--- src/rtl/mcdf_ctrl_regs_n.sv ---
// Control/status register file for the multi-channel data formatter.
// Per-channel enable/priority/packet-length controls, margin watermarks and full-event interrupts.
module mcdf_ctrl_regs_n #(
  parameter int NUM_CH       = 3,
  parameter int DATA_WIDTH   = 32,
  parameter int ADDR_WIDTH   = 8,
  parameter int MARGIN_WIDTH = 8,
  parameter int FIFO_DEPTH   = 32,
  parameter int PRIO_WIDTH   = 2,
  parameter int PKGLEN_WIDTH = 3
) (
  input  logic                           clk_i,
  input  logic                           rstn_i,
  input  logic [1:0]                     cmd_i,
  input  logic [ADDR_WIDTH-1:0]          cmd_addr_i,
  input  logic [DATA_WIDTH-1:0]          cmd_data_i,
  output logic [DATA_WIDTH-1:0]          cmd_data_o,
  output logic                           cmd_rvalid_o,
  output logic                           cmd_err_o,
  input  logic [NUM_CH*MARGIN_WIDTH-1:0] slv_margin_i,
  output logic [NUM_CH-1:0]              slv_en_o,
  output logic [NUM_CH*PRIO_WIDTH-1:0]   slv_prio_o,
  output logic [NUM_CH*PKGLEN_WIDTH-1:0] slv_pkglen_o,
  output logic                           irq_o
);

  // Command handshake: a command is accepted on every clock edge where cmd_i is
  // write (01) or read (10); there is no back-pressure. Read data and the error
  // strobe come back exactly one cycle later as single-cycle pulses.
  localparam logic [1:0] CMD_WR = 2'b01;
  localparam logic [1:0] CMD_RD = 2'b10;
  localparam int CTRL_W = 1 + PRIO_WIDTH + PKGLEN_WIDTH;
  localparam logic [CTRL_W-1:0]       CTRL_RST  = CTRL_W'(7);
  localparam logic [MARGIN_WIDTH-1:0] DEPTH_RST = MARGIN_WIDTH'(FIFO_DEPTH);

  logic [31:0]                    addr32;
  logic [2:0]                     ch_idx;
  logic                           aligned;
  logic                           ctrl_hit, stat_hit, irq_stat_hit, irq_en_hit, map_hit;
  logic                           wr, rd;
  logic [DATA_WIDTH-1:0]          rd_data;
  logic [NUM_CH*CTRL_W-1:0]       ctrl_all;
  logic [NUM_CH*MARGIN_WIDTH-1:0] margin_all;
  logic [NUM_CH*MARGIN_WIDTH-1:0] wmark_all;
  logic [NUM_CH-1:0]              full_evt;
  logic [NUM_CH-1:0]              irq_stat_q, irq_en_q, irq_clr;
  logic                           unused_bits;

  assign addr32       = 32'(cmd_addr_i);
  assign ch_idx       = addr32[4:2];
  assign aligned      = (addr32[1:0] == 2'b00);
  assign ctrl_hit     = aligned && (addr32 < 32'(4 * NUM_CH));
  assign stat_hit     = aligned && (addr32 >= 32'h40) && (addr32 < 32'(64 + 4 * NUM_CH));
  assign irq_stat_hit = (addr32 == 32'h80);
  assign irq_en_hit   = (addr32 == 32'h84);
  assign map_hit      = ctrl_hit || stat_hit || irq_stat_hit || irq_en_hit;
  assign wr           = (cmd_i == CMD_WR);
  assign rd           = (cmd_i == CMD_RD);
  assign irq_clr      = (wr && irq_stat_hit) ? cmd_data_i[NUM_CH-1:0] : '0;
  assign unused_bits  = ^{cmd_data_i, addr32};

  for (genvar g = 0; g < NUM_CH; g++) begin : g_ch
    logic [CTRL_W-1:0]       ctrl_q;
    logic [MARGIN_WIDTH-1:0] margin_q, wmark_q, margin_in, wmark_base;
    logic                    ctrl_wr, stat_wr;

    assign margin_in  = slv_margin_i[g*MARGIN_WIDTH +: MARGIN_WIDTH];
    assign ctrl_wr    = wr && ctrl_hit && (ch_idx == 3'(g));
    assign stat_wr    = wr && stat_hit && (ch_idx == 3'(g));
    // A STAT write restarts tracking from the current margin, but a lower incoming margin still wins.
    assign wmark_base = stat_wr ? margin_q : wmark_q;
    assign full_evt[g] = (margin_q != '0) && (margin_in == '0);

    always_ff @(posedge clk_i or negedge rstn_i) begin
      if (!rstn_i) begin
        ctrl_q   <= CTRL_RST;
        margin_q <= DEPTH_RST;
        wmark_q  <= DEPTH_RST;
      end else begin
        if (ctrl_wr) ctrl_q <= cmd_data_i[CTRL_W-1:0];
        margin_q <= margin_in;
        wmark_q  <= (margin_in < wmark_base) ? margin_in : wmark_base;
      end
    end

    assign ctrl_all[g*CTRL_W +: CTRL_W]               = ctrl_q;
    assign margin_all[g*MARGIN_WIDTH +: MARGIN_WIDTH] = margin_q;
    assign wmark_all[g*MARGIN_WIDTH +: MARGIN_WIDTH]  = wmark_q;
    assign slv_en_o[g]                                = ctrl_q[0];
    assign slv_prio_o[g*PRIO_WIDTH +: PRIO_WIDTH]     = ctrl_q[PRIO_WIDTH:1];
    assign slv_pkglen_o[g*PKGLEN_WIDTH +: PKGLEN_WIDTH] = ctrl_q[CTRL_W-1:PRIO_WIDTH+1];
  end

  // Unmapped addresses fall through to zero read data.
  always_comb begin
    rd_data = '0;
    for (int n = 0; n < NUM_CH; n++) begin
      if (ctrl_hit && (ch_idx == 3'(n))) rd_data[CTRL_W-1:0] = ctrl_all[n*CTRL_W +: CTRL_W];
      if (stat_hit && (ch_idx == 3'(n))) begin
        rd_data[MARGIN_WIDTH-1:0]  = margin_all[n*MARGIN_WIDTH +: MARGIN_WIDTH];
        rd_data[8 +: MARGIN_WIDTH] = wmark_all[n*MARGIN_WIDTH +: MARGIN_WIDTH];
      end
    end
    if (irq_stat_hit) rd_data[NUM_CH-1:0] = irq_stat_q;
    if (irq_en_hit)   rd_data[NUM_CH-1:0] = irq_en_q;
  end

  always_ff @(posedge clk_i or negedge rstn_i) begin
    if (!rstn_i) begin
      irq_stat_q   <= '0;
      irq_en_q     <= '0;
      irq_o        <= 1'b0;
      cmd_data_o   <= '0;
      cmd_rvalid_o <= 1'b0;
      cmd_err_o    <= 1'b0;
    end else begin
      // A full event in the same cycle as its clear keeps the bit set.
      irq_stat_q <= (irq_stat_q & ~irq_clr) | full_evt;
      if (wr && irq_en_hit) irq_en_q <= cmd_data_i[NUM_CH-1:0];
      irq_o        <= |(irq_stat_q & irq_en_q);
      cmd_rvalid_o <= rd;
      cmd_err_o    <= (rd || wr) && !map_hit;
      if (rd) cmd_data_o <= rd_data;
    end
  end

endmodule

--- config.mk ---
export PLATFORM = sky130hd
export DESIGN_NAME = mcdf_ctrl_regs_n
export DESIGN_NICKNAME = d
export VERILOG_FILES = /design/src/rtl/mcdf_ctrl_regs_n.sv
export SDC_FILE = /design/constraint.sdc
export NUM_CORES = 1
export LEC_CHECK = 0
export ABC_CLOCK_PERIOD_IN_PS = 1960
export BUFFER_PORTS_ARGS = -buffer_cell sky130_fd_sc_hd__buf_2
export CORE_ASPECT_RATIO = 1.4
export CORE_MARGIN = 2
export CORE_UTILIZATION = 30
export DETAILED_ROUTE_END_ITERATION = 8
export GPL_ROUTABILITY_DRIVEN = 0
export HOLD_SLACK_MARGIN = 0.12
export PLACE_DENSITY = 0.59
export SYNTH_ARGS = -nofsm -noshare
export SYNTH_HDL_FRONTEND = slang
export SYNTH_SLANG_ARGS = --single-unit
--- constraint.sdc ---
create_clock -name clk_i -period 1.96 [get_ports clk_i]
set_input_delay 0.294 -clock clk_i [delete_from_list [all_inputs] [get_ports clk_i]]
set_output_delay 0.294 -clock clk_i [all_outputs]
set_load 0.01 [all_outputs]
Word-level counts from Yosys, hierarchy flattened
Cells that the tools add are included.
- order comparisons: 6
- eq/ne operators: 6
- muxes and demuxes: 15
- bitwise gates (word level): 4
- reductions and logical operators: 37
- operator list (kind ; number):
    16-bit 2-to-1 mux ; 3
    8-bit 2-to-1 mux ; 6
    8-bit zero test ; 3
    8-bit less-than comparator ; 3
    8-bit nonzero test ; 3
    1-bit logical AND ; 23
    6-bit 2-to-1 mux ; 3
    8-bit equality test, second input constant ; 2
    3-bit 2-to-1 mux ; 3
    8-bit by 7-bit greater-or-equal comparator with 1-bit output, second input constant ; 1
    8-bit by 4-bit less-than comparator with 1-bit output, second input constant ; 1
    8-bit by 7-bit less-than comparator with 1-bit output, second input constant ; 1
    3-bit bitwise AND ; 2
    1-bit logical OR ; 4
    3-bit by 1-bit equality test with 1-bit output, second input constant ; 1
    3-bit by 2-bit equality test with 1-bit output, second input constant ; 1
    3-bit zero test ; 1
    3-bit NOT ; 1
    3-bit bitwise OR ; 1
    3-bit OR reduction ; 1
    2-bit by 1-bit equality test with 1-bit output, second input constant ; 1
    2-bit equality test, second input constant ; 1
    2-bit zero test ; 1
    1-bit zero test ; 1
- register bits: 91
- input bits: 68
- output and inout bits: 53

Logic depth before layout (Yosys ltp)
- depth in word-level cells: 11
- depth in mapped cells: 13
- mapped depth without buffers: 10

Worst setup path after synthesis
Ideal clock, no wire load.
- path kind: in2reg
- start point: input cmd_addr_i[4]
- end point: register g_ch[1].wmark_q[0]
- setup time: 0.125 ns
- arrival: 2.977 ns
- data required time: 1.835 ns
- slack: -1.141 ns
- stages: 12
- path buffers: 2
- path through: clkbuf_1 -> nor4b_2 -> and2_1 -> buf_2 -> nand2_1 -> mux2i_1 -> ha_1 -> and4_1 -> o21ai_0 -> o221ai_1 -> a31oi_4 -> mux2_2
- word-level cells in the longest chain between the ends: 8
- ends and longest elaborated chain (what ; line ; source):
    from (decl) ; 15 ; input logic [ADDR_WIDTH-1:0] cmd_addr_i,
    8-bit by 7-bit greater-or-equal comparator with 1-bit output ; 53 ; assign stat_hit = aligned && (addr32 >= 32'h40) && (addr32 < 32'(64 + 4 * NUM_CH));
    1-bit logical AND (2 in series) ; 53 ;
    1-bit logical AND ; 69 ; assign stat_wr = wr && stat_hit && (ch_idx == 3'(g));
    1-bit logical AND * ; 69 ;
    8-bit 2-to-1 mux * ; 71 ; assign wmark_base = stat_wr ? margin_q : wmark_q;
    8-bit less-than comparator ; 82 ; wmark_q <= (margin_in < wmark_base) ? margin_in : wmark_base;
    8-bit 2-to-1 mux * ; 82 ;
    to (signal assigned) ; 82 ;
    to (decl) ; 64 ; logic [MARGIN_WIDTH-1:0] margin_q, wmark_q, margin_in, wmark_base;
Every way passes the cells marked *; elsewhere a longest branch is shown, timed or not.
A chain may end at the register's enable or synchronous reset.

Worst setup path in the final report
- start point: input cmd_addr_i[1]
- end point: register g_ch[1].wmark_q[0]
- word-level cells in the longest chain between the ends: 8
- ends and longest elaborated chain (what ; line):
    8-bit by 7-bit greater-or-equal comparator with 1-bit output / 2-bit zero test (equally long branches) ; 53, 51
    1-bit logical AND ; 53
    1-bit logical AND * ; 53
    1-bit logical AND * (2 in series) ; 69
    8-bit 2-to-1 mux * ; 71
    8-bit less-than comparator ; 82
    8-bit 2-to-1 mux * ; 82
Marks and branches as above.

==> results by group <==
Placement
  • Port Buf Inserts: 78
  • DPL Wire Length: 11.6 mm

Logic synthesis
  • Count leader, synth: dfrtp_1
  • YS warnings: 0
  • Synthesized cell area: 0.00490 sq mm
  • Seq/Total Area, Yosys: 0.468
  • Post-synthesis register bit count: 91
  • Main synth FF type: dfrtp_1
  • Synthesized area per cell: 11.1 sq um
  • Synth cell types: 57
  • Post-synth EDFFs: 0
  • Ys async rst share: 1.00
  • Commonest cells post-synth: dfrtp_1, mux2i_1, a21oi_1
  • Mapped Cells: 443
  • Post-synth top area share: 0.388
  • Area leader, netlist: dfrtp_1
  • Dominant cells by area after synthesis: dfrtp_1, mux2i_1, dfstp_2, mux2_2, ha_1

Floorplanning
  • Io pins: 121
  • Core ar.: 0.0161 sq mm
  • Die area: 0.0174 sq mm
  • Chip Height: 155 um
  • Starting Density: 0.305
  • Die width: 112 um
  • Rows: 55

Global route
  • GRT Overall Usage: 0.175
  • Vias in the first global route: 4457
  • GR met3 Demand/Resource: 0.0288
  • Met2 Usage GRT: 0.326
  • Total grt overflow: 0
  • Largest net degree at the start of global routing: 36
  • Wire length of the first global-routing pass: 23.8 mm
  • Initial antenna violation count: 0
  • Most Crowded Layer GR: met2
  • Met1 Use GR: 0.195

Power
  • Leak pwr: 3.36 nW
  • Max VDD drop: 0.000459 V
  • PD cells: 1010 mW/mm^2
  • Total power: 7.12 mW

Timing
  • Setup violations, final: 24
  • Tightest Pin Transition: 0.618 ns
  • RSZ-0062 raised after global routing: yes
  • Tmin final: 2.59 ns
  • Post-route setup slack: -0.626 ns
  • Final Cycle Share: 1.32
  • Hold Fails Final Rpt: 0
  • Hold_ws: 0.125 ns
  • Slew headroom: 0.584
  • Fin. max-slew vios: 0
  • Fmax: 387 MHz
  • Clk_skew: 0.00511 ns

Route
  • Drt total wl: 15.1 mm
  • Via-per-instance ratio: 5.08
  • Drt drc: 0
  • Vias: 4242
  • Antenna-violating nets left: 0
  • Initial DRC Count: 245
  • Per-cell routed wire length: 18.0 um
  • Detailed Routing Iterations Pass 1: 5

Run
  • MaxCap Viol Count: 0

Clocking
  • H-tree levels: 3
  • Max clock buf depth: 2
  • Root buf cell: clkbuf_16
  • CTS buffer count: 9
  • Skew-Pair Late Insertion Delay: 0.34 ns
  • Clock sink count: 91
  • Clk pin slew, worst setup/hold paths: 0.06 ns
  • CTS tree: yes

Critical path
  • Worst EP required: 2.19 ns
  • CP Launch Type: input port
  • Critical path class: in2reg
  • WP data arrival: 2.81 ns
  • CP max FO: 7
  • Critical Path End Type: register

Cells and area
  • Nets: 722
  • Layout cells sized above 1: 0.461
  • Area growth from synthesis to layout: 43.6%
  • N_diodes: 0

Hold path
  • Hold Crit Class: in2reg

Status
  • Status: finished, violations left
  • Failing checks: setup timing
## logic make-up after synthesis
group,count (synthesis),share of synthesized area
buf+inv,63,0.0640
flops,91,0.468
mux,74,0.158
other cells,1,0.000765
fa+ha+maj,23,0.0587
compound gates,87,0.126
simple gates,104,0.125
## through the flow
step | area [sq um] | std cells | setup TNS (ns) | utilization | worst slack [ns]
2_1_floorplan | 5040 | 458 | -19.32 | - | -0.905
3_3_place_gp | 6140 | 793 | -23.21 | 0.382 | -0.992
3_5_place_dp | 6140 | 793 | -24.19 | 0.382 | -1.07
4_1_cts | 6830 | 832 | -12.83 | 0.424 | -0.633
5_1_grt | 7040 | 835 | -14.93 | 0.437 | -0.697
6_report | 7040 | 835 | -13.18 | 0.437 | -0.626
## metal layers
layer | vias to the layer above | wire (um)
met1 | 2119 | 5860
met2 | 118 | 8180
met3 | 30 | 561
li1 | 1975 | -
met4 | 0 | 461
met5 | - | 0
## sequential cells by signal, indices dropped and copies added, names as in the netlist
name	flops
irq_o	1
g_ch.margin_q	24
irq_stat_q	3
irq_en_q	3
cmd_err_o	1
g_ch.wmark_q	24
cmd_rvalid_o	1
g_ch.ctrl_q	18
cmd_data_o	16
## cell usage in the layout, fill, tap and decap left out, types with 9 or more instances in the layout
cell	n
mux2i_4	10
nor4_1	13
mux2i_1	31
buf_4	101
buf_2	74
mux2_2	26
ha_1	14
inv_1	28
nor2_1	28
nand2_1	17
dfstp_2	15
dlygate4sd3_1	9
nand3_1	9
conb_1	16
clkbuf_16	9
dfrtp_1	76
a22oi_1	10
a21oi_1	27
## report_power, final
part / internal (mW) / switching (mW)
clock: 1.02 / 0.713
combinational: 1.61 / 1.22
sequential: 2.26 / 0.306
total: 4.89 / 2.24
## path summary, 6_finish.rpt
| path | start | to | slack (ns) | depth (start not counted) |
|---|---|---|---|---|
| worst max-delay path | cmd_addr_i[1] | g_ch[1].wmark_q[0]$_DFF_PN0_ | -0.63 | 13 |
| worst min-delay path | slv_margin_i[7] | g_ch[0].margin_q[7]$_DFF_PN0_ | 0.13 | 1 |
| worst max register to register | g_ch[2].margin_q[2]$_DFF_PN0_ | g_ch[2].wmark_q[2]$_DFF_PN0_ | -0.25 | 8 |
| worst min register to register | cmd_data_o[14]$_DFFE_PN0P_ | cmd_data_o[14]$_DFFE_PN0P_ | 0.53 | 2 |
| max in group asynchronous | rstn_i | g_ch[0].ctrl_q[1]$_DFFE_PN1P_ | 0.92 | 3 |
| min in group asynchronous | rstn_i | irq_o$_DFF_PN0_ | 0.39 | 2 |
## what timing repair did
item	4_1_cts	5_1_grt
resized for setup	36	29
pin swaps	21	13
hold buffers	9	0
buffers inserted	15	3
hold endpoints to repair	26	0
endpoints found under the setup margin	24	24
## cell type report
type	count	area (sq um)
clock inverters	5	52.6
repair buffers	197	1400
inverters	28	105
clock buffers	11	243
multi-input cells	304	2690
fillers	1502	9060
flip-flops and latches	91	2300
well taps	199	249
## critical path: stages
cell and delay, ns:
buf_6 0.10, nor4b_4 0.30, buf_4 0.20, buf_12 0.10, and2_4 0.17, nand2_8 0.10
mux2i_4 0.21, ha_1 0.29, and4_1 0.22, o21ai_4 0.09, nor3b_4 0.26, a31oi_4 0.14
mux2_4 0.31
Note: power is estimated with default switching activity, not from simulation.
